## src/rtl/mem_arb_pkg.sv

```systemverilog
//==============================================================================
// Module  : mem_arb_pkg
// Brief   : Shared encodings for the fetch/data memory-port arbiter.
// Revision: 1.0 - initial release
//==============================================================================
`default_nettype none

package mem_arb_pkg;

  // Arbiter sequencing states.
  typedef enum logic [1:0] {
    ST_IDLE  = 2'd0,
    ST_ISSUE = 2'd1,
    ST_WAIT  = 2'd2,
    ST_RESP  = 2'd3
  } arb_state_e;

  // Which CPU port currently owns the memory.
  typedef enum logic {
    OWN_FETCH = 1'b0,
    OWN_DATA  = 1'b1
  } owner_e;

endpackage : mem_arb_pkg

`default_nettype wire

```

## src/rtl/rr_arb2.sv

```systemverilog
//==============================================================================
// Module  : rr_arb2
// Brief   : Two-way round-robin picker. On a tie the port that did not win
//           last time is chosen; a lone requester always wins.
// Revision: 1.0 - initial release
//==============================================================================
`default_nettype none

module rr_arb2
  import mem_arb_pkg::*;
(
  input  logic   req_fetch,
  input  logic   req_data,
  input  owner_e last_owner,
  output logic   valid,
  output owner_e winner
);

  // Pure combinational pick from the current requests and the last owner.
  always_comb begin
    valid  = req_fetch | req_data;
    winner = OWN_FETCH;
    if (req_fetch && req_data) begin
      winner = (last_owner == OWN_FETCH) ? OWN_DATA : OWN_FETCH;
    end else if (req_data) begin
      winner = OWN_DATA;
    end
  end

endmodule : rr_arb2

`default_nettype wire

```

## src/rtl/mem_port_arbiter.sv

```systemverilog
//==============================================================================
// Module  : mem_port_arbiter
// Brief   : Shares one single-port RAM between the instruction-fetch port
//           (read-only) and the data port (read/write). Round-robin grant,
//           one command in flight, fixed-latency read return.
// Revision: 1.0 - initial release
//==============================================================================
`default_nettype none

module mem_port_arbiter
  import mem_arb_pkg::*;
#(
  parameter int DATA_W = 16,
  parameter int ADDR_W = 8,
  parameter int RD_LAT = 1
) (
  input  logic              clk,
  input  logic              reset_n,
  // Instruction-fetch port
  input  logic              if_req,
  input  logic [ADDR_W-1:0] if_addr,
  output logic              if_gnt,
  output logic              if_rvalid,
  output logic [DATA_W-1:0] if_rdata,
  // Data port
  input  logic              d_req,
  input  logic              d_we,
  input  logic [ADDR_W-1:0] d_addr,
  input  logic [DATA_W-1:0] d_wdata,
  output logic              d_gnt,
  output logic              d_rvalid,
  output logic [DATA_W-1:0] d_rdata,
  // Memory side
  output logic              mem_en,
  output logic              mem_we,
  output logic [ADDR_W-1:0] mem_addr,
  output logic [DATA_W-1:0] mem_wdata,
  input  logic [DATA_W-1:0] mem_rdata
);

  localparam int CNT_W = $clog2(RD_LAT + 1);

  // A zero-latency memory cannot be sequenced by this FSM.
  if (RD_LAT < 1) begin : g_bad_rd_lat
    $fatal(1, "mem_port_arbiter: RD_LAT must be >= 1");
  end

  arb_state_e        state_q, state_d;
  owner_e            owner_q, owner_d;
  owner_e            last_owner_q, last_owner_d;
  logic              we_q, we_d;
  logic [ADDR_W-1:0] addr_q, addr_d;
  logic [DATA_W-1:0] wdata_q, wdata_d;
  logic [CNT_W-1:0]  cnt_q, cnt_d;
  logic [DATA_W-1:0] if_rdata_q, if_rdata_d;
  logic [DATA_W-1:0] d_rdata_q, d_rdata_d;

  logic              arb_valid;
  owner_e            arb_winner;

  rr_arb2 u_rr_arb2 (
    .req_fetch  (if_req),
    .req_data   (d_req),
    .last_owner (last_owner_q),
    .valid      (arb_valid),
    .winner     (arb_winner)
  );

  // State, command latch, latency counter and read-data holding registers.
  always_ff @(posedge clk or negedge reset_n) begin
    if (!reset_n) begin
      state_q      <= ST_IDLE;
      owner_q      <= OWN_FETCH;
      last_owner_q <= OWN_DATA;   // so fetch wins the first tie
      we_q         <= 1'b0;
      addr_q       <= '0;
      wdata_q      <= '0;
      cnt_q        <= '0;
      if_rdata_q   <= '0;
      d_rdata_q    <= '0;
    end else begin
      state_q      <= state_d;
      owner_q      <= owner_d;
      last_owner_q <= last_owner_d;
      we_q         <= we_d;
      addr_q       <= addr_d;
      wdata_q      <= wdata_d;
      cnt_q        <= cnt_d;
      if_rdata_q   <= if_rdata_d;
      d_rdata_q    <= d_rdata_d;
    end
  end

  // Next-state: arbitrate in IDLE/RESP, issue one cycle, count down, capture.
  always_comb begin
    state_d      = state_q;
    owner_d      = owner_q;
    last_owner_d = last_owner_q;
    we_d         = we_q;
    addr_d       = addr_q;
    wdata_d      = wdata_q;
    cnt_d        = cnt_q;
    if_rdata_d   = if_rdata_q;
    d_rdata_d    = d_rdata_q;

    case (state_q)
      ST_IDLE, ST_RESP: begin
        if (arb_valid) begin
          state_d      = ST_ISSUE;
          owner_d      = arb_winner;
          last_owner_d = arb_winner;
          if (arb_winner == OWN_DATA) begin
            we_d    = d_we;
            addr_d  = d_addr;
            wdata_d = d_wdata;
          end else begin
            // The fetch port is read-only whatever d_we is doing.
            we_d    = 1'b0;
            addr_d  = if_addr;
            wdata_d = '0;
          end
        end else begin
          state_d = ST_IDLE;
        end
      end

      ST_ISSUE: begin
        if (we_q) begin
          state_d = ST_IDLE;
        end else begin
          state_d = ST_WAIT;
          cnt_d   = CNT_W'(RD_LAT);
        end
      end

      ST_WAIT: begin
        if (cnt_q == CNT_W'(1)) begin
          state_d = ST_RESP;
          if (owner_q == OWN_DATA) begin
            d_rdata_d = mem_rdata;
          end else begin
            if_rdata_d = mem_rdata;
          end
        end else begin
          cnt_d = cnt_q - CNT_W'(1);
        end
      end

      default: begin
        state_d = ST_IDLE;
      end
    endcase
  end

  // Outputs decoded purely from registered state.
  always_comb begin
    if_gnt    = (state_q == ST_ISSUE) && (owner_q == OWN_FETCH);
    d_gnt     = (state_q == ST_ISSUE) && (owner_q == OWN_DATA);
    if_rvalid = (state_q == ST_RESP)  && (owner_q == OWN_FETCH);
    d_rvalid  = (state_q == ST_RESP)  && (owner_q == OWN_DATA);
    mem_en    = (state_q == ST_ISSUE);
    mem_we    = (state_q == ST_ISSUE) && we_q && (owner_q == OWN_DATA);
    mem_addr  = (state_q == ST_ISSUE) ? addr_q  : '0;
    mem_wdata = (state_q == ST_ISSUE) ? wdata_q : '0;
    if_rdata  = if_rdata_q;
    d_rdata   = d_rdata_q;
  end

endmodule : mem_port_arbiter

`default_nettype wire

```

## config.mk

```make
export PLATFORM = sky130hd
export DESIGN_NAME = mem_port_arbiter
export DESIGN_NICKNAME = d
export VERILOG_FILES = /design/src/rtl/mem_arb_pkg.sv /design/src/rtl/rr_arb2.sv /design/src/rtl/mem_port_arbiter.sv
export SDC_FILE = /design/constraint.sdc
export NUM_CORES = 1
export LEC_CHECK = 0
export BUFFER_PORTS_ARGS = -buffer_cell sky130_fd_sc_hd__buf_2
export CAP_MARGIN = 25
export CORE_UTILIZATION = 28
export DETAILED_ROUTE_END_ITERATION = 10
export MAX_ROUTING_LAYER = met4
export SETUP_SLACK_MARGIN = 0.02
export SLEW_MARGIN = 10
export SYNTH_ARGS = -nofsm -noshare
export SYNTH_HDL_FRONTEND = slang
export SYNTH_SLANG_ARGS = --single-unit
```

## constraint.sdc

```tcl
create_clock -name clk -period 1.65 [get_ports clk]
set_input_delay 0.0825 -clock clk [delete_from_list [all_inputs] [get_ports clk]]
set_output_delay 0.0825 -clock clk [all_outputs]
set_load 0.005 [all_outputs]
```

==> flow_summary.json, run 1 <==
{
  "outcome": "finished clean",
  "final_cells": 505,
  "synth_compound_area_share_pct": 12.42,
  "yosysMostFrequentCell": "dfrtp_1",
  "worst_slack_ns": 0.09433,
  "slew_viol_final": 0,
  "firstDrtPassIters": 4,
  "syn2layout_area_growth_pct": 51.40,
  "synthTopCellsByArea": "dfrtp_1, mux2_2, and2_1",
  "drt-vias-per-instance": 4.366,
  "via_count": 2205,
  "antenna_found_initial": 0,
  "synth_nets": 264,
  "slew_headroom_pct": 77.21,
  "rows": 35,
  "cp.arrival_ns": 1.47,
  "synth_cell_types": 31,
  "timing.final.crit_share_pct": 94.28,
  "fin_skew_ns": 0.004723,
  "place_inst": 445,
  "routed_wl_um": 6699,
  "ys_seq_area_share_pct": 57.94,
  "syn_area_mm2": 0.002680,
  "synthCells": 207,
  "synth_top_area_cell": "dfrtp_1",
  "min_from": "d_addr[4]",
  "cp-start-kind": "flip-flop",
  "finalWeightedCongestion": 0.6608,
  "initial_core_util_pct": 29.00,
  "synth.avg_cell_area_um2": 12.95,
  "root_buffer": "clkbuf_8",
  "cts_tree": "built",
  "total_power_mw": 6.687,
  "pre_cts_slack_ns": 0.09771,
  "drtIter0Drc": 58,
  "cts_made_buffers": 9,
  "nets": 428,
  "max_freq_mhz": 642.8,
  "min_to": "addr_q[4]",
  "ys_warn_count": 0,
  "end_kind": "primary output",
  "synthTopCellsByCount": "dfrtp_1, mux2_2, and2_1",
  "required_ns": 1.57,
  "setup_viol": 0,
  "finalHoldViolCount": 0,
  "grt_max_degree": 63,
  "critPathMaxFanout": 12,
  "grt_usage_pct": 14.37,
  "die_y_um": 99.84,
  "synth_top_family_by_area": "multiplexers",
  "io-pin-count": 115,
  "ant_nets": 0,
  "drc": 0,
  "synth_edf_count": 0,
  "synthMuxAreaShare_pct": 13.45,
  "yosys_register_bits": 62,
  "synthAdderAreaFrac_pct": 1.867,
  "yosysTopAreaCellShare_pct": 56.96,
  "async_reset_ff_share_pct": 100.0,
  "path_clk_slew_ns": 0.07,
  "rrSetupSlack_ns": 0.11,
  "core_mm2": 0.009240,
  "worstSetupPathType": "flip-flop to primary output",
  "period_needed_ns": 1.556,
  "p_per_area_mw_per_mm2": 1648,
  "hpwl_um": 4174,
  "antenna_cells": 0,
  "worst_slew_pin_slew_ns": 0.3418,
  "hold_path.class": "input port to flip-flop",
  "tns_ns": 0,
  "yosys.area_share.xor_xnor_pct": 0,
  "overflow": 0,
  "dieArea_mm2": 0.009967,
  "r2r-end": "if_rdata[13]",
  "hold_depth": 3,
  "peakVddDrop_uv": 646.9,
  "clockBufferDepth": 2,
  "drive_gt1_share_pct": 50.00,
  "routedWlPerCell_um": 13.27,
  "cts_htree_levels": 3,
  "die_w_um": 99.84,
  "clock-sinks": 62,
  "synthFlopType": "dfrtp_1",
  "timing.rr.start": "state_q[0]",
  "grt_pass1_wl_um": 10740,
  "synthSimpleGateAreaFrac_pct": 11.11,
  "drv_cap": 0,
  "leakage_nw": 1.996,
  "io_buffers": 114,
  "rsz0062_at_grt": "false",
  "first_global_vias": 2228,
  "rr_worst_depth": 4,
  "insertion_delay_ns": 0.33
}
[routing by layer]
layer | global-route usage [%] | vias to the layer above | part of all wire (%)
met5 | - | - | 0
met4 | 5.090 | 0 | 1.8
met3 | 4.805 | 12 | 6.5
met2 | 23.34 | 86 | 47
met1 | 16.60 | 1059 | 45
li1 | - | 1048 | -
[report_power, final]
part           switching [mW]  total, mW  internal, mW
registers               0.384       2.62          2.24
logic                    1.20       2.75          1.55
clock network           0.615       1.31         0.695
total                    2.20       6.69          4.49
[layout by cell type (no fill, tap or decap), types with 2 or more instances in the layout]
cell	instances
nor2_1	9
a21o_2	2
clkbuf_8	9
ha_1	3
o21ai_0	3
a22o_1	9
a21oi_1	18
nand2_1	8
buf_6	2
buf_12	3
a22o_2	8
clkinv_2	3
mux2_2	32
buf_4	2
nor2b_1	2
inv_1	2
dlygate4sd3_1	42
and2_1	26
buf_2	114
dfrtp_1	61
[worst max path at each step]
stage                     startpoint           to  slack [ns]  cells past startpoint
after global placement    state_q[0]   state_q[0]        0.14                      5
after CTS                 state_q[0]   state_q[0]        0.02                      5
after floorplan           state_q[0]  wdata_q[10]        0.18                      6
after detailed placement  state_q[0]   state_q[0]         0.1                      5
after global routing      state_q[0]       mem_we        0.02                      5
final                     state_q[0]       mem_we        0.09                      5
[sequential cells by signal (all words and copies together) (netlist names)]
register,flops
d_rdata,16
if_rdata,16
wdata_q,16
addr_q,8
state_q,2
cnt_q,1
last_owner_q,1
owner_q,1
we_q,1
[through the flow]
stage                     hold WS, ns  area, um^2  utilization [%]
after floorplan               -0.2131        2680                -
after global placement         0.1227        3412            36.93
after detailed placement       0.1262        3412            36.93
after CTS                     0.01688        4041            43.74
after global routing          0.03211        4058            43.91
final                         0.03795        4058            43.91
[final cells by class]
cell class,instances,area [um^2]
fill,866,5182
clock inverter,6,61.31
clock buffer,10,127.6
inverter,3,11.26
sequential,62,1553
tap,129,161.4
multi-input combinational,132,1055
timing repair buffer,163,1089
[cells by family (layout without fill, tap and decap cells)]
family | after synthesis | after routing
AND/OR/NAND/NOR | 51 | 51
AO/OA/AOI/OAI | 45 | 45
multiplexers | 32 | 32
flip-flops | 62 | 62
buffers and inverters | 13 | 182
adder cells (fa/ha/maj) | 4 | 4
[what timing repair did]
item,4_1_cts,5_1_grt
setup buffers,1,1
hold buffers,42,0
endpoints found under the hold margin,118,0
resized for setup,2,4
setup endpoints to repair,24,66
pin swaps,0,0
[critical path, cell delays in order (launching register included)]
cell and delay (ns):
dfrtp_1 0.40, buf_4 0.15, ha_4 0.17, buf_6 0.14
and3_1 0.16, buf_2 0.12
(Power assumes the default switching activity.)
==> inputs of run 2 (changes only) <==
Settings changed: CAP_MARGIN 25 to 10, CELL_PAD_IN_SITES_DETAIL_PLACEMENT from default to 0, CELL_PAD_IN_SITES_GLOBAL_PLACEMENT from default to 1, CORE_MARGIN from default to 5, PLACE_DENSITY_LB_ADDON from default to 0.1.
==> run 2 against run 1 <==
Clock power decreased by 3%. Final area fell by 0.49%. Maximum frequency is 0.91% lower. Non-clock buffer count is the same. Global-route usage down 0.93 points. Clock skew rose by 0.0054 ns. Via count increased by 0.68%. Critical path depth is the same. Total power shrank 0.14%. Flip-flop and latch count unchanged. Die area grew 17%. Sequential power is essentially flat. Largest cell class unchanged. Highest routed layer unchanged.
==> flow_summary.json, run 2 (synthesized netlist as in run 1, its figures left out) <==
{
  "core_mm2": 0.009284,
  "rr_worst_depth": 5,
  "antenna_cells": 0,
  "finalHoldViolCount": 0,
  "place_area_mm2": 0.003420,
  "fin_skew_ns": 0.01010,
  "required_ns": 1.87,
  "r2r-end": "wdata_q[11]",
  "cp_cell_sequence": "inv_1 -> ha_2 -> o21ai_2 -> buf_4 -> a22o_2",
  "drc": 0,
  "leakage_nw": 1.985,
  "timing.final.crit_share_pct": 95.15,
  "slew_viol_final": 0,
  "cpPeakStageDelay_ns": 0.41,
  "io-pin-count": 115,
  "place_inst": 446,
  "io_buffers": 114,
  "cts_htree_levels": 3,
  "path_clk_slew_ns": 0.07,
  "drt-vias-per-instance": 4.422,
  "first_global_vias": 2382,
  "cts_made_buffers": 9,
  "pre_cts_slack_ns": 0.1267,
  "worst_slew_pin_slew_ns": 0.3477,
  "slew_headroom_pct": 76.82,
  "hold-worst-slack_ns": 0.01172,
  "routedWlPerCell_um": 14.39,
  "post-route-cell-area_mm2": 0.004038,
  "min_from": "mem_rdata[12]",
  "hold_path.class": "input port to flip-flop",
  "nets": 428,
  "total_power_mw": 6.678,
  "drtIter0Drc": 82,
  "max_freq_mhz": 636.9,
  "dieArea_mm2": 0.01163,
  "rrSetupSlack_ns": 0.08,
  "setup_viol": 0,
  "hold_depth": 2,
  "crit_family": "flip-flops",
  "min_to": "if_rdata[12]",
  "end_kind": "flip-flop",
  "routed_wl_um": 7226,
  "syn2layout_area_growth_pct": 50.65,
  "period_needed_ns": 1.570,
  "multiInputGateArea_mm2": 0.001060,
  "insertion_delay_ns": 0.33,
  "drive_gt1_share_pct": 50.40,
  "peakVddDrop_uv": 596.2,
  "p_per_area_mw_per_mm2": 1654,
  "seqCellArea_mm2": 0.001553,
  "die_y_um": 107.8,
  "cp_slowest_cell": "dfrtp_1",
  "mostFrequentLayoutCell": "buf_2",
  "cp-start-kind": "flip-flop",
  "hpwl_um": 4992,
  "outcome": "finished clean",
  "antenna_found_initial": 0,
  "worstSetupPathType": "flip-flop to flip-flop",
  "cp.arrival_ns": 1.79,
  "rsz0062_at_grt": "true",
  "timing.rr.start": "state_q[0]",
  "tns_ns": 0,
  "root_buffer": "clkbuf_8",
  "rows": 35,
  "grt_max_degree": 63,
  "overflow": 0,
  "ant_nets": 0,
  "final_core_util_pct": 43.49,
  "firstDrtPassIters": 4,
  "grt_pass1_wl_um": 11920,
  "grt_usage_pct": 13.44,
  "initial_core_util_pct": 28.87,
  "final_cells": 502,
  "drv_cap": 0,
  "layout_common_cells": "buf_2, dfrtp_1, dlygate4sd3_1",
  "cts_tree": "built",
  "clock-sinks": 62,
  "finalWeightedCongestion": 0.7173,
  "path_buf_inv": 2,
  "die_w_um": 107.8,
  "critPathMaxFanout": 19,
  "worst_slack_ns": 0.07997,
  "clockBufferDepth": 2,
  "fillers": 918,
  "via_count": 2220
}
-- run 2: changes by cell type in the layout (fill, tap and decap cells not counted), sizes merged --
cell / change
buf: +2
clkbuf: +1
clkinvlp: -1
clkinv: -2
dlygate4sd3: -2
inv: -1
-- run 2: repair_timing --
action | CTS | global route
setup buffers | 0 | 3
endpoints found under the hold margin | 112 | 0
pin swaps | 0 | 1
hold buffers | 40 | 0
gates resized for setup | 2 | 3
setup endpoints to repair | 25 | 51
-- run 2: layout make-up --
type                            count  share of cell area, %
Sequential cell                    62                  38.46
Clock buffer                       11                  3.502
Inverter                            3                 0.2789
Clock inverter                      2                 0.8677
Multi-Input combinational cell    132                  26.25
Tap cell                          129                  3.998
Timing Repair Buffer              163                  26.65
-- run 2: report_power, final --
part,switching [mW],leakage [nW],total [mW],internal (mW)
Combinational,1.23,1.15,2.79,1.56
Sequential,0.380,0.740,2.62,2.24
Clock,0.556,0.0911,1.27,0.713
-- run 2: how the worst max path moves through the flow --
stage / cells past startpoint / slack [ns] / from / to
6_report: 5 / 0.08 / state_q[0] / wdata_q[11]
5_1_grt: 5 / 0.01 / state_q[1] / mem_wdata[0]
4_1_cts: 5 / 0.04 / state_q[0] / wdata_q[12]
3_5_place_dp: 4 / 0.13 / state_q[0] / if_rdata[11]
3_3_place_gp: 4 / 0.17 / state_q[0] / if_rdata[11]
2_1_floorplan: 6 / 0.18 / state_q[0] / wdata_q[10]
-- run 2: layer usage --
| layer | GRT usage [%] | share of wire (%) | routed length, um |
|---|---|---|---|
| met1 | 16.90 | 46 | 3300 |
| met2 | 20.65 | 47 | 3383 |
| met3 | 4.139 | 7.1 | 514 |
| met4 | 4.418 | 0.37 | 27 |
| met5 | - | 0 | 0 |
==> inputs of run 3 (changes only) <==
Settings changed: CELL_PAD_IN_SITES_DETAIL_PLACEMENT 0 to default, CELL_PAD_IN_SITES_GLOBAL_PLACEMENT 1 to default, PLACE_DENSITY_LB_ADDON 0.1 to default.
==> run 3 against run 2 <==
Clock skew decreased by 0.0015 ns. Count of clock-buffer cells in the layout unchanged. Global-route usage decreased by 1.3 points. Utilization increased by 0.62 points. Via count decreased by 3.3%. Final area increased by 1.4%. Clock power increased by 20%. Critical path type unchanged. Largest cell class unchanged. Largest power group unchanged.
==> flow_summary.json, run 3 (synthesized netlist as in run 1, its figures left out) <==
{
  "outcome": "finished clean",
  "layout_common_cells": "buf_2, dfrtp_1, dlygate4sd3_1",
  "dieArea_mm2": 0.01163,
  "rsz0062_at_grt": "true",
  "overflow": 0,
  "final_core_util_pct": 44.11,
  "routedWlPerCell_um": 13.42,
  "cp-start-kind": "flip-flop",
  "place_area_mm2": 0.003420,
  "peakVddDrop_uv": 509.1,
  "initial_core_util_pct": 28.87,
  "clockBufferDepth": 2,
  "nets": 429,
  "syn2layout_area_growth_pct": 52.80,
  "cp.arrival_ns": 1.76,
  "cp_slowest_cell": "dfrtp_1",
  "worst_slew_pin_slew_ns": 0.4982,
  "antenna_cells": 0,
  "die_w_um": 107.8,
  "required_ns": 1.87,
  "cts_tree": "built",
  "period_needed_ns": 1.546,
  "cts_htree_levels": 3,
  "finalHoldViolCount": 0,
  "drtIter0Drc": 108,
  "max_freq_mhz": 647.0,
  "worstSetupPathType": "flip-flop to flip-flop",
  "root_buffer": "clkbuf_8",
  "fin_skew_ns": 0.008632,
  "ant_nets": 0,
  "antenna_found_initial": 0,
  "io_buffers": 114,
  "firstDrtPassIters": 4,
  "slew_viol_final": 0,
  "drive_gt1_share_pct": 49.87,
  "path_buf_inv": 2,
  "slew_headroom_pct": 66.79,
  "critPathMaxFanout": 22,
  "post-route-cell-area_mm2": 0.004095,
  "hold_path.class": "input port to flip-flop",
  "drc": 0,
  "path_clk_slew_ns": 0.07,
  "via_count": 2146,
  "drv_cap": 0,
  "hpwl_um": 4842,
  "mostFrequentLayoutCell": "buf_2",
  "core_mm2": 0.009284,
  "rows": 35,
  "clock-sinks": 62,
  "setup_viol": 0,
  "crit_family": "compound AO/OA/AOI/OAI gates",
  "timing.final.crit_share_pct": 93.68,
  "routed_wl_um": 6790,
  "die_y_um": 107.8,
  "finalWeightedCongestion": 0.7597,
  "grt_max_degree": 43,
  "p_per_area_mw_per_mm2": 1677,
  "leakage_nw": 2.017,
  "grt_pass1_wl_um": 10740,
  "insertion_delay_ns": 0.33,
  "first_global_vias": 2293,
  "io-pin-count": 115,
  "cts_made_buffers": 9,
  "end_kind": "flip-flop",
  "grt_usage_pct": 12.12,
  "cpPeakStageDelay_ns": 0.38,
  "drt-vias-per-instance": 4.241,
  "cp_cell_sequence": "inv_1 -> ha_1 -> o21ai_2 -> buf_12 -> a22o_2"
}
[run 3: changes by cell type in the layout (fill, tap and decap cells not counted), sizes merged]
cell / change
clkinvlp: +1
clkinv: +1
buf: -1
bufinv: +1
dlygate4sd3: +2
[run 3: final cells by class]
cell class	instances	area [um^2]
clock inverters	5	81.33
fillers	873	5189
clock buffers	11	151.4
inverters	3	11.26
multi-input cells	132	1044
flip-flops and latches	62	1553
repair buffers	164	1094
well taps	129	161.4
[run 3: worst min-delay path: stages]
cell	delay [ns]
buf_2	0.08
a21oi_1	0.05
a21oi_1	0.13
[run 3: path summary, 6_finish.rpt]
check / cells after the start / from / slack [ns] / to
max in group asynchronous: 3 / reset_n / 0.78 / state_q[0]
max: 5 / state_q[0] / 0.10 / wdata_q[13]
min in group asynchronous: 2 / reset_n / 0.28 / if_rdata[1]
min: 3 / d_addr[6] / 0.05 / addr_q[6]
max reg2reg: 5 / state_q[0] / 0.10 / wdata_q[13]
min reg2reg: 1 / wdata_q[12] / 0.50 / wdata_q[12]
[run 3: metrics by stage]
stage	instances	hold slack (ns)	power [mW]	setup WS, ns	TNS [ns]
2_1_floorplan	207	-0.2131	4.155	0.1772	0
3_3_place_gp	446	0.08205	5.233	0.1553	0
3_5_place_dp	446	0.08402	5.307	0.1073	0
4_1_cts	504	0.03428	6.936	0.04855	0
5_1_grt	506	0.04860	7.407	-0.002954	-0.002954
6_report	506	0.05043	6.869	0.1043	0
[run 3: routing by layer]
layer / track usage [%] / vias to the layer above / routed length (um)
li1: - / 1050 / -
met1: 14.49 / 1006 / 3119
met2: 19.63 / 81 / 3021
met3: 3.179 / 9 / 562
met4: 4.599 / 0 / 85
met5: - / - / 0
[run 3: timing repair]
action                                  in CTS  in global routing
endpoints found under the setup margin       0                 19
gates resized for setup                      0                  3
endpoints found under the hold margin       74                  0
buffers inserted                             0                  1
hold buffers                                42                  0
[run 3: power by group]
| part | internal (mW) | total [mW] | switching (mW) |
|---|---|---|---|
| registers | 2.24 | 2.61 | 0.374 |
| logic | 1.54 | 2.74 | 1.20 |
| clock network | 0.933 | 1.52 | 0.584 |
